`config.mk`:
```
export PLATFORM = sky130hd
export DESIGN_NAME = pc_sequencer
export DESIGN_NICKNAME = d
export VERILOG_FILES = /design/src/rtl/pc_seq_pkg.sv /design/src/rtl/pc_sequencer_return_stack.sv /design/src/rtl/pc_sequencer.sv
export SDC_FILE = /design/constraint.sdc
export NUM_CORES = 1
export LEC_CHECK = 0
export ABC_AREA = 1
export ABC_CLOCK_PERIOD_IN_PS = 4500
export BUFFER_PORTS_ARGS = -buffer_cell sky130_fd_sc_hd__buf_2
export CELL_PAD_IN_SITES_DETAIL_PLACEMENT = 2
export CELL_PAD_IN_SITES_GLOBAL_PLACEMENT = 2
export CORE_MARGIN = 2
export CORE_UTILIZATION = 37
export DETAILED_ROUTE_END_ITERATION = 10
export GPL_ROUTABILITY_DRIVEN = 0
export PLACE_DENSITY_LB_ADDON = 0.1
export SLEW_MARGIN = 20
export SYNTH_ARGS = -nofsm -noshare
export SYNTH_HDL_FRONTEND = slang
export SYNTH_SLANG_ARGS = --single-unit
```
`constraint.sdc`:
```
create_clock -name clk -period 4.5 [get_ports clk]
set_input_delay 0.225 -clock clk [delete_from_list [all_inputs] [get_ports clk]]
set_output_delay 0.225 -clock clk [all_outputs]
set_load 0.02 [all_outputs]
```
`src/rtl/pc_seq_pkg.sv`:
```
// Shared definitions for the program-counter sequencer.
// Operation encodings are also used by the control decoder.
package pc_seq_pkg;

    localparam int OP_W = 3;

    localparam logic [OP_W-1:0] OP_INC    = 3'd0;
    localparam logic [OP_W-1:0] OP_JUMP   = 3'd1;
    localparam logic [OP_W-1:0] OP_BRANCH = 3'd2;
    localparam logic [OP_W-1:0] OP_CALL   = 3'd3;
    localparam logic [OP_W-1:0] OP_RET    = 3'd4;
    localparam logic [OP_W-1:0] OP_HOLD   = 3'd5;

endpackage

```
`src/rtl/pc_sequencer_return_stack.sv`:
```
// LIFO of return addresses for CALL/RET.
// The top entry is readable combinationally, so a RET right after a CALL needs no bubble.
module return_stack #(
    parameter int ADDR_W      = 8,
    parameter int STACK_DEPTH = 4
) (
    input  logic              clk,
    input  logic              reset,
    input  logic              push,
    input  logic              pop,
    input  logic [ADDR_W-1:0] push_data,
    output logic [ADDR_W-1:0] top_data,
    output logic              empty,
    output logic              full
);

    localparam int IDX_W = $clog2(STACK_DEPTH);
    localparam int PTR_W = IDX_W + 1;

    logic [PTR_W-1:0]  ptr;
    logic [PTR_W-1:0]  ptr_dec;
    logic [ADDR_W-1:0] mem [STACK_DEPTH];

    assign ptr_dec  = ptr - PTR_W'(1);
    assign top_data = mem[ptr_dec[IDX_W-1:0]];
    assign empty    = (ptr == '0);
    assign full     = (ptr == PTR_W'(STACK_DEPTH));

    // Pointer counts held entries; the caller never pushes when full or pops when empty.
    always_ff @(posedge clk or posedge reset) begin
        if (reset) begin
            ptr <= '0;
        end else if (push) begin
            ptr <= ptr + PTR_W'(1);
        end else if (pop) begin
            ptr <= ptr_dec;
        end
    end

    // Entry storage needs no reset; slots above the pointer are never read.
    always_ff @(posedge clk) begin
        if (push) begin
            mem[ptr[IDX_W-1:0]] <= push_data;
        end
    end

endmodule

```
`src/rtl/pc_sequencer.sv`:
```
// Program counter and next-address selection with a return-address stack.
// Stack misuse is absorbed as an increment and latched into sticky flags.
module pc_sequencer
    import pc_seq_pkg::*;
#(
    parameter int              ADDR_W      = 8,
    parameter int              STACK_DEPTH = 4,
    parameter logic [ADDR_W-1:0] RESET_ADDR = '0
) (
    input  logic              clk,
    input  logic              reset,
    input  logic              en,
    input  logic [OP_W-1:0]   next_ctl,
    input  logic [ADDR_W-1:0] target,
    input  logic [ADDR_W-1:0] offset,
    input  logic              cond,
    output logic [ADDR_W-1:0] address,
    output logic              stack_empty,
    output logic              stack_full,
    output logic              overflow,
    output logic              underflow
);

    logic [ADDR_W-1:0] addr_inc;
    logic [ADDR_W-1:0] addr_br;
    logic [ADDR_W-1:0] next_addr;
    logic [ADDR_W-1:0] top_data;
    logic              push;
    logic              pop;
    logic              ovf_set;
    logic              unf_set;

    assign addr_inc = address + ADDR_W'(1);
    assign addr_br  = address + offset;

    return_stack #(
        .ADDR_W      (ADDR_W),
        .STACK_DEPTH (STACK_DEPTH)
    ) u_stack (
        .clk       (clk),
        .reset     (reset),
        .push      (push),
        .pop       (pop),
        .push_data (addr_inc),
        .top_data  (top_data),
        .empty     (stack_empty),
        .full      (stack_full)
    );

    // Decode the operation into the next address and stack/flag actions.
    always_comb begin
        next_addr = addr_inc;
        push      = 1'b0;
        pop       = 1'b0;
        ovf_set   = 1'b0;
        unf_set   = 1'b0;
        if (en) begin
            case (next_ctl)
                OP_JUMP: begin
                    next_addr = target;
                end
                OP_BRANCH: begin
                    if (cond) begin
                        next_addr = addr_br;
                    end
                end
                OP_CALL: begin
                    if (stack_full) begin
                        ovf_set = 1'b1;
                    end else begin
                        push      = 1'b1;
                        next_addr = target;
                    end
                end
                OP_RET: begin
                    if (stack_empty) begin
                        unf_set = 1'b1;
                    end else begin
                        pop       = 1'b1;
                        next_addr = top_data;
                    end
                end
                OP_HOLD: begin
                    next_addr = address;
                end
                default: begin
                    next_addr = addr_inc;
                end
            endcase
        end
    end

    // Program counter register; frozen while stalled.
    always_ff @(posedge clk or posedge reset) begin
        if (reset) begin
            address <= RESET_ADDR;
        end else if (en) begin
            address <= next_addr;
        end
    end

    // Sticky stack-misuse flags, cleared only by reset.
    always_ff @(posedge clk or posedge reset) begin
        if (reset) begin
            overflow  <= 1'b0;
            underflow <= 1'b0;
        end else begin
            if (ovf_set) begin
                overflow <= 1'b1;
            end
            if (unf_set) begin
                underflow <= 1'b1;
            end
        end
    end

endmodule

```
==> metrics.md <==
| Metric | Value |
|---|---|
| Status | `finished, final reports clean` |
| Power per Cell Area | `575.0 mW/mm^2` |
| WS Path Type | `reg2reg` |
| CTS tree | `done` |
| Clk slew on worst S/H paths | `0.09 ns` |
| Root Buffer Master | `clkbuf_8` |
| Yosys synthesis warning count | `0` |
| Setup violations, final | `0` |
| Rows | `30` |
| Synth Instances | `306` |
| Utilization after layout | `43.79%` |
| Vias per cell | `between 4 and 5` |
| Critical Path AT | `3.15 ns` |
| Initial antenna violation count | `0` |
| Final Total Pwr | `0.001720 W` |
| Die area | `0.007756 sq mm` |
| Maximum Capacitance Violations | `0` |
| Static Leak | `1.364 nW` |
| Core ar. | `0.006832 sq mm` |
| Setup tns final | `0 ns` |
| All-layer global routing usage | `20.12%` |
| Sequential share of the synthesized area | `49.19%` |
| Die outline height | `88.07 microns` |
| DRC | `0` |
| Top-count cell post-synth | `nand2_1` |
| # diodes | `0` |
| Total wire length | `between 7000 and 8000 microns` |
| Max Slew Vio Count | `0` |
| Final-report hold violation count | `0` |
| CP endpoint kind | `flip-flop` |
| Clock Latency Late Sink | `0.30 ns` |
| Hold crit path type | `in2reg` |
| Cts repair resizes | `0` |
| I/O pins | `35` |
| Cts bufs inserted | `5` |
| CTS Buffer Depth | `2` |
| Reg2reg setup slack | `1.29 ns` |
| Port Buffers | `34` |
| Largest cells by area after synthesis | `edfxtp_1 (37%), dfrtp_1 (12%), nand2_1 (11%)` |
| Vias | `2128` |
| Cell variety after synth | `31` |
| Worst-Margin Slew | `0.6952 ns` |
| # clock sinks | `45` |
| Post-route ant nets | `0` |
| CTS Hold Buffers Added | `1` |
| Die extent in x | `between 80 and 90 microns` |
| Syn nets | `344` |
| Largest net degree at the start of global routing | `23` |
| Crit path time final | `between 3 and 4 ns` |
| Startpoint types | `flip-flop` |
| Starting Density | `38.28%` |
| Period utilisation layout | `71.31%` |
| Maximum clock rate | `311.6 MHz` |
| Post-synth EDFFs | `32` |
| Drt pass-1 iters | `4` |
| Final HPWL DP | `5660 microns` |
| Clock Skew | `between 0.004 and 0.005 ns` |
| Most used DFF post-synth | `edfxtp_1` |
| Htree depth | `2` |
| Cells after DPL | `about 430` |
| Number of global-route vias before repair | `2307` |
| Worst Path Required | `4.44 ns` |
| Asr flop ratio synth | `28.89%` |
| Yosys top cell area share | `a little under two fifths` |
| Commonest cells in the netlist | `nand2_1 (79), nor2_1 (40), nand3_1 (33)` |
| Mapped Area | `roughly 0.0026 sq mm` |
| Worst hold slack | `about 0.25 ns` |
| Layout Area Growth over Synthesis | `14.40%` |
| Largest area contributor in the netlist | `edfxtp_1` |
| Finished Layout Cells | `440` |
| Buffers inserted by post-CTS timing repair | `0` |
| Slew HR | `53.65%` |
| 1st-iter DRT viols | `37` |
| Mapped Avg Cell Area | `approximately 8.5 sq um` |
| First-pass GRT wire length | `11580 microns` |
| CP max FO | `22` |
| RSZ-0062 raised after global routing | `false` |
| Average wire per standard cell | `about 16 microns` |
| Worst ir drop on vdd | `205.3 uV` |
| Proportion of layout cells with a drive suffix above 1 | `15.99%` |
| GRT overflow | `0` |
| Post-synthesis register bit count | `45` |
| Net count, final | `about 380` |
-- cell type report --
class	instances	area [sq um]
Fill cell	819	3840
Sequential cell	45	1286
Multi-Input combinational cell	219	1156
Timing Repair Buffer	35	180.2
Inverter	37	138.9
Tap cell	96	120.1
Clock buffer	6	93.84
Clock inverter	2	16.27
-- cell usage in the layout (no fill, tap or decap), types with 4 or more instances in the layout --
master    count
a21oi_1       9
dfrtp_1      13
nand2_1      79
ha_1         14
o21ai_0      13
nor2_1       40
nand3_1      33
clkbuf_8      5
edfxtp_1     32
buf_2        34
xor2_1        7
inv_1        32
inv_2         4
-- flip-flops by register name, indices dropped and copies added, names as in the netlist --
name and count:
u_stack.mem 32, u_stack.ptr 3, address 8, overflow 1, underflow 1
-- power by group --
part           switching (W)  leakage, nW  total [W]  internal, W
combinational       0.000528        0.874   0.000788     0.000260
sequential         0.0000935        0.438   0.000645     0.000552
clock               0.000143       0.0525   0.000287     0.000144
total               0.000765         1.36    0.00172     0.000955
-- kinds of logic after synthesis --
| kind of cell | after synthesis | synth area share [%] |
|---|---|---|
| AO/OA/AOI/OAI | 27 | 5.550 |
| XOR/XNOR | 8 | 2.680 |
| adder cells (fa/ha/maj) | 15 | 7.464 |
| buffers and inverters | 42 | 6.603 |
| flip-flops | 45 | 49.19 |
| AND/OR/NAND/NOR | 169 | 28.52 |
-- metrics by stage --
stage / setup WS, ns / cell area [sq um]
after floorplan: 2.206 / 2615
after global placement: 1.443 / 2872
after detailed placement: 1.269 / 2872
after CTS: 1.231 / 2992
after global routing: 0.8992 / 2992
final: 1.291 / 2992
-- metal layers --
| layer | track usage (%) | vias to the layer above | wire length, microns |
|---|---|---|---|
| met5 | 0 | - | 0 |
| met1 | 27.25 | 1023 | 3362 |
| met2 | 33.61 | 26 | 3412 |
| met4 | 5.234 | 0 | 82 |
| met3 | 3.487 | 6 | 168 |
| li1 | - | 1073 | - |
-- critical path, cell delays in order (launching register included) --
cell and delay [ns]:
dfrtp_1 0.80, inv_1 0.43, ha_1 0.37, ha_1 0.24, inv_1 0.07, nand3_1 0.11, nor2_2 0.19, inv_2 0.10
nor2_1 0.53
-- worst paths after layout --
| path | startpoint | end | depth (start not counted) |
|---|---|---|---|
| setup reg to reg | u_stack.ptr[0]$_DFFE_PP0P_ | u_stack.mem[2][6]$_DFFE_PP_ | 8 |
| max in group asynchronous | reset | address[7]$_DFFE_PP0P_ | 3 |
| setup / recovery | u_stack.ptr[0]$_DFFE_PP0P_ | u_stack.mem[2][6]$_DFFE_PP_ | 8 |
| min in group asynchronous | reset | underflow$_DFFE_PP0P_ | 3 |
| hold / removal | target[1] | address[1]$_DFFE_PP0P_ | 5 |
| hold reg to reg | underflow$_DFFE_PP0P_ | underflow$_DFFE_PP0P_ | 1 |
(Power assumes the default switching activity.)
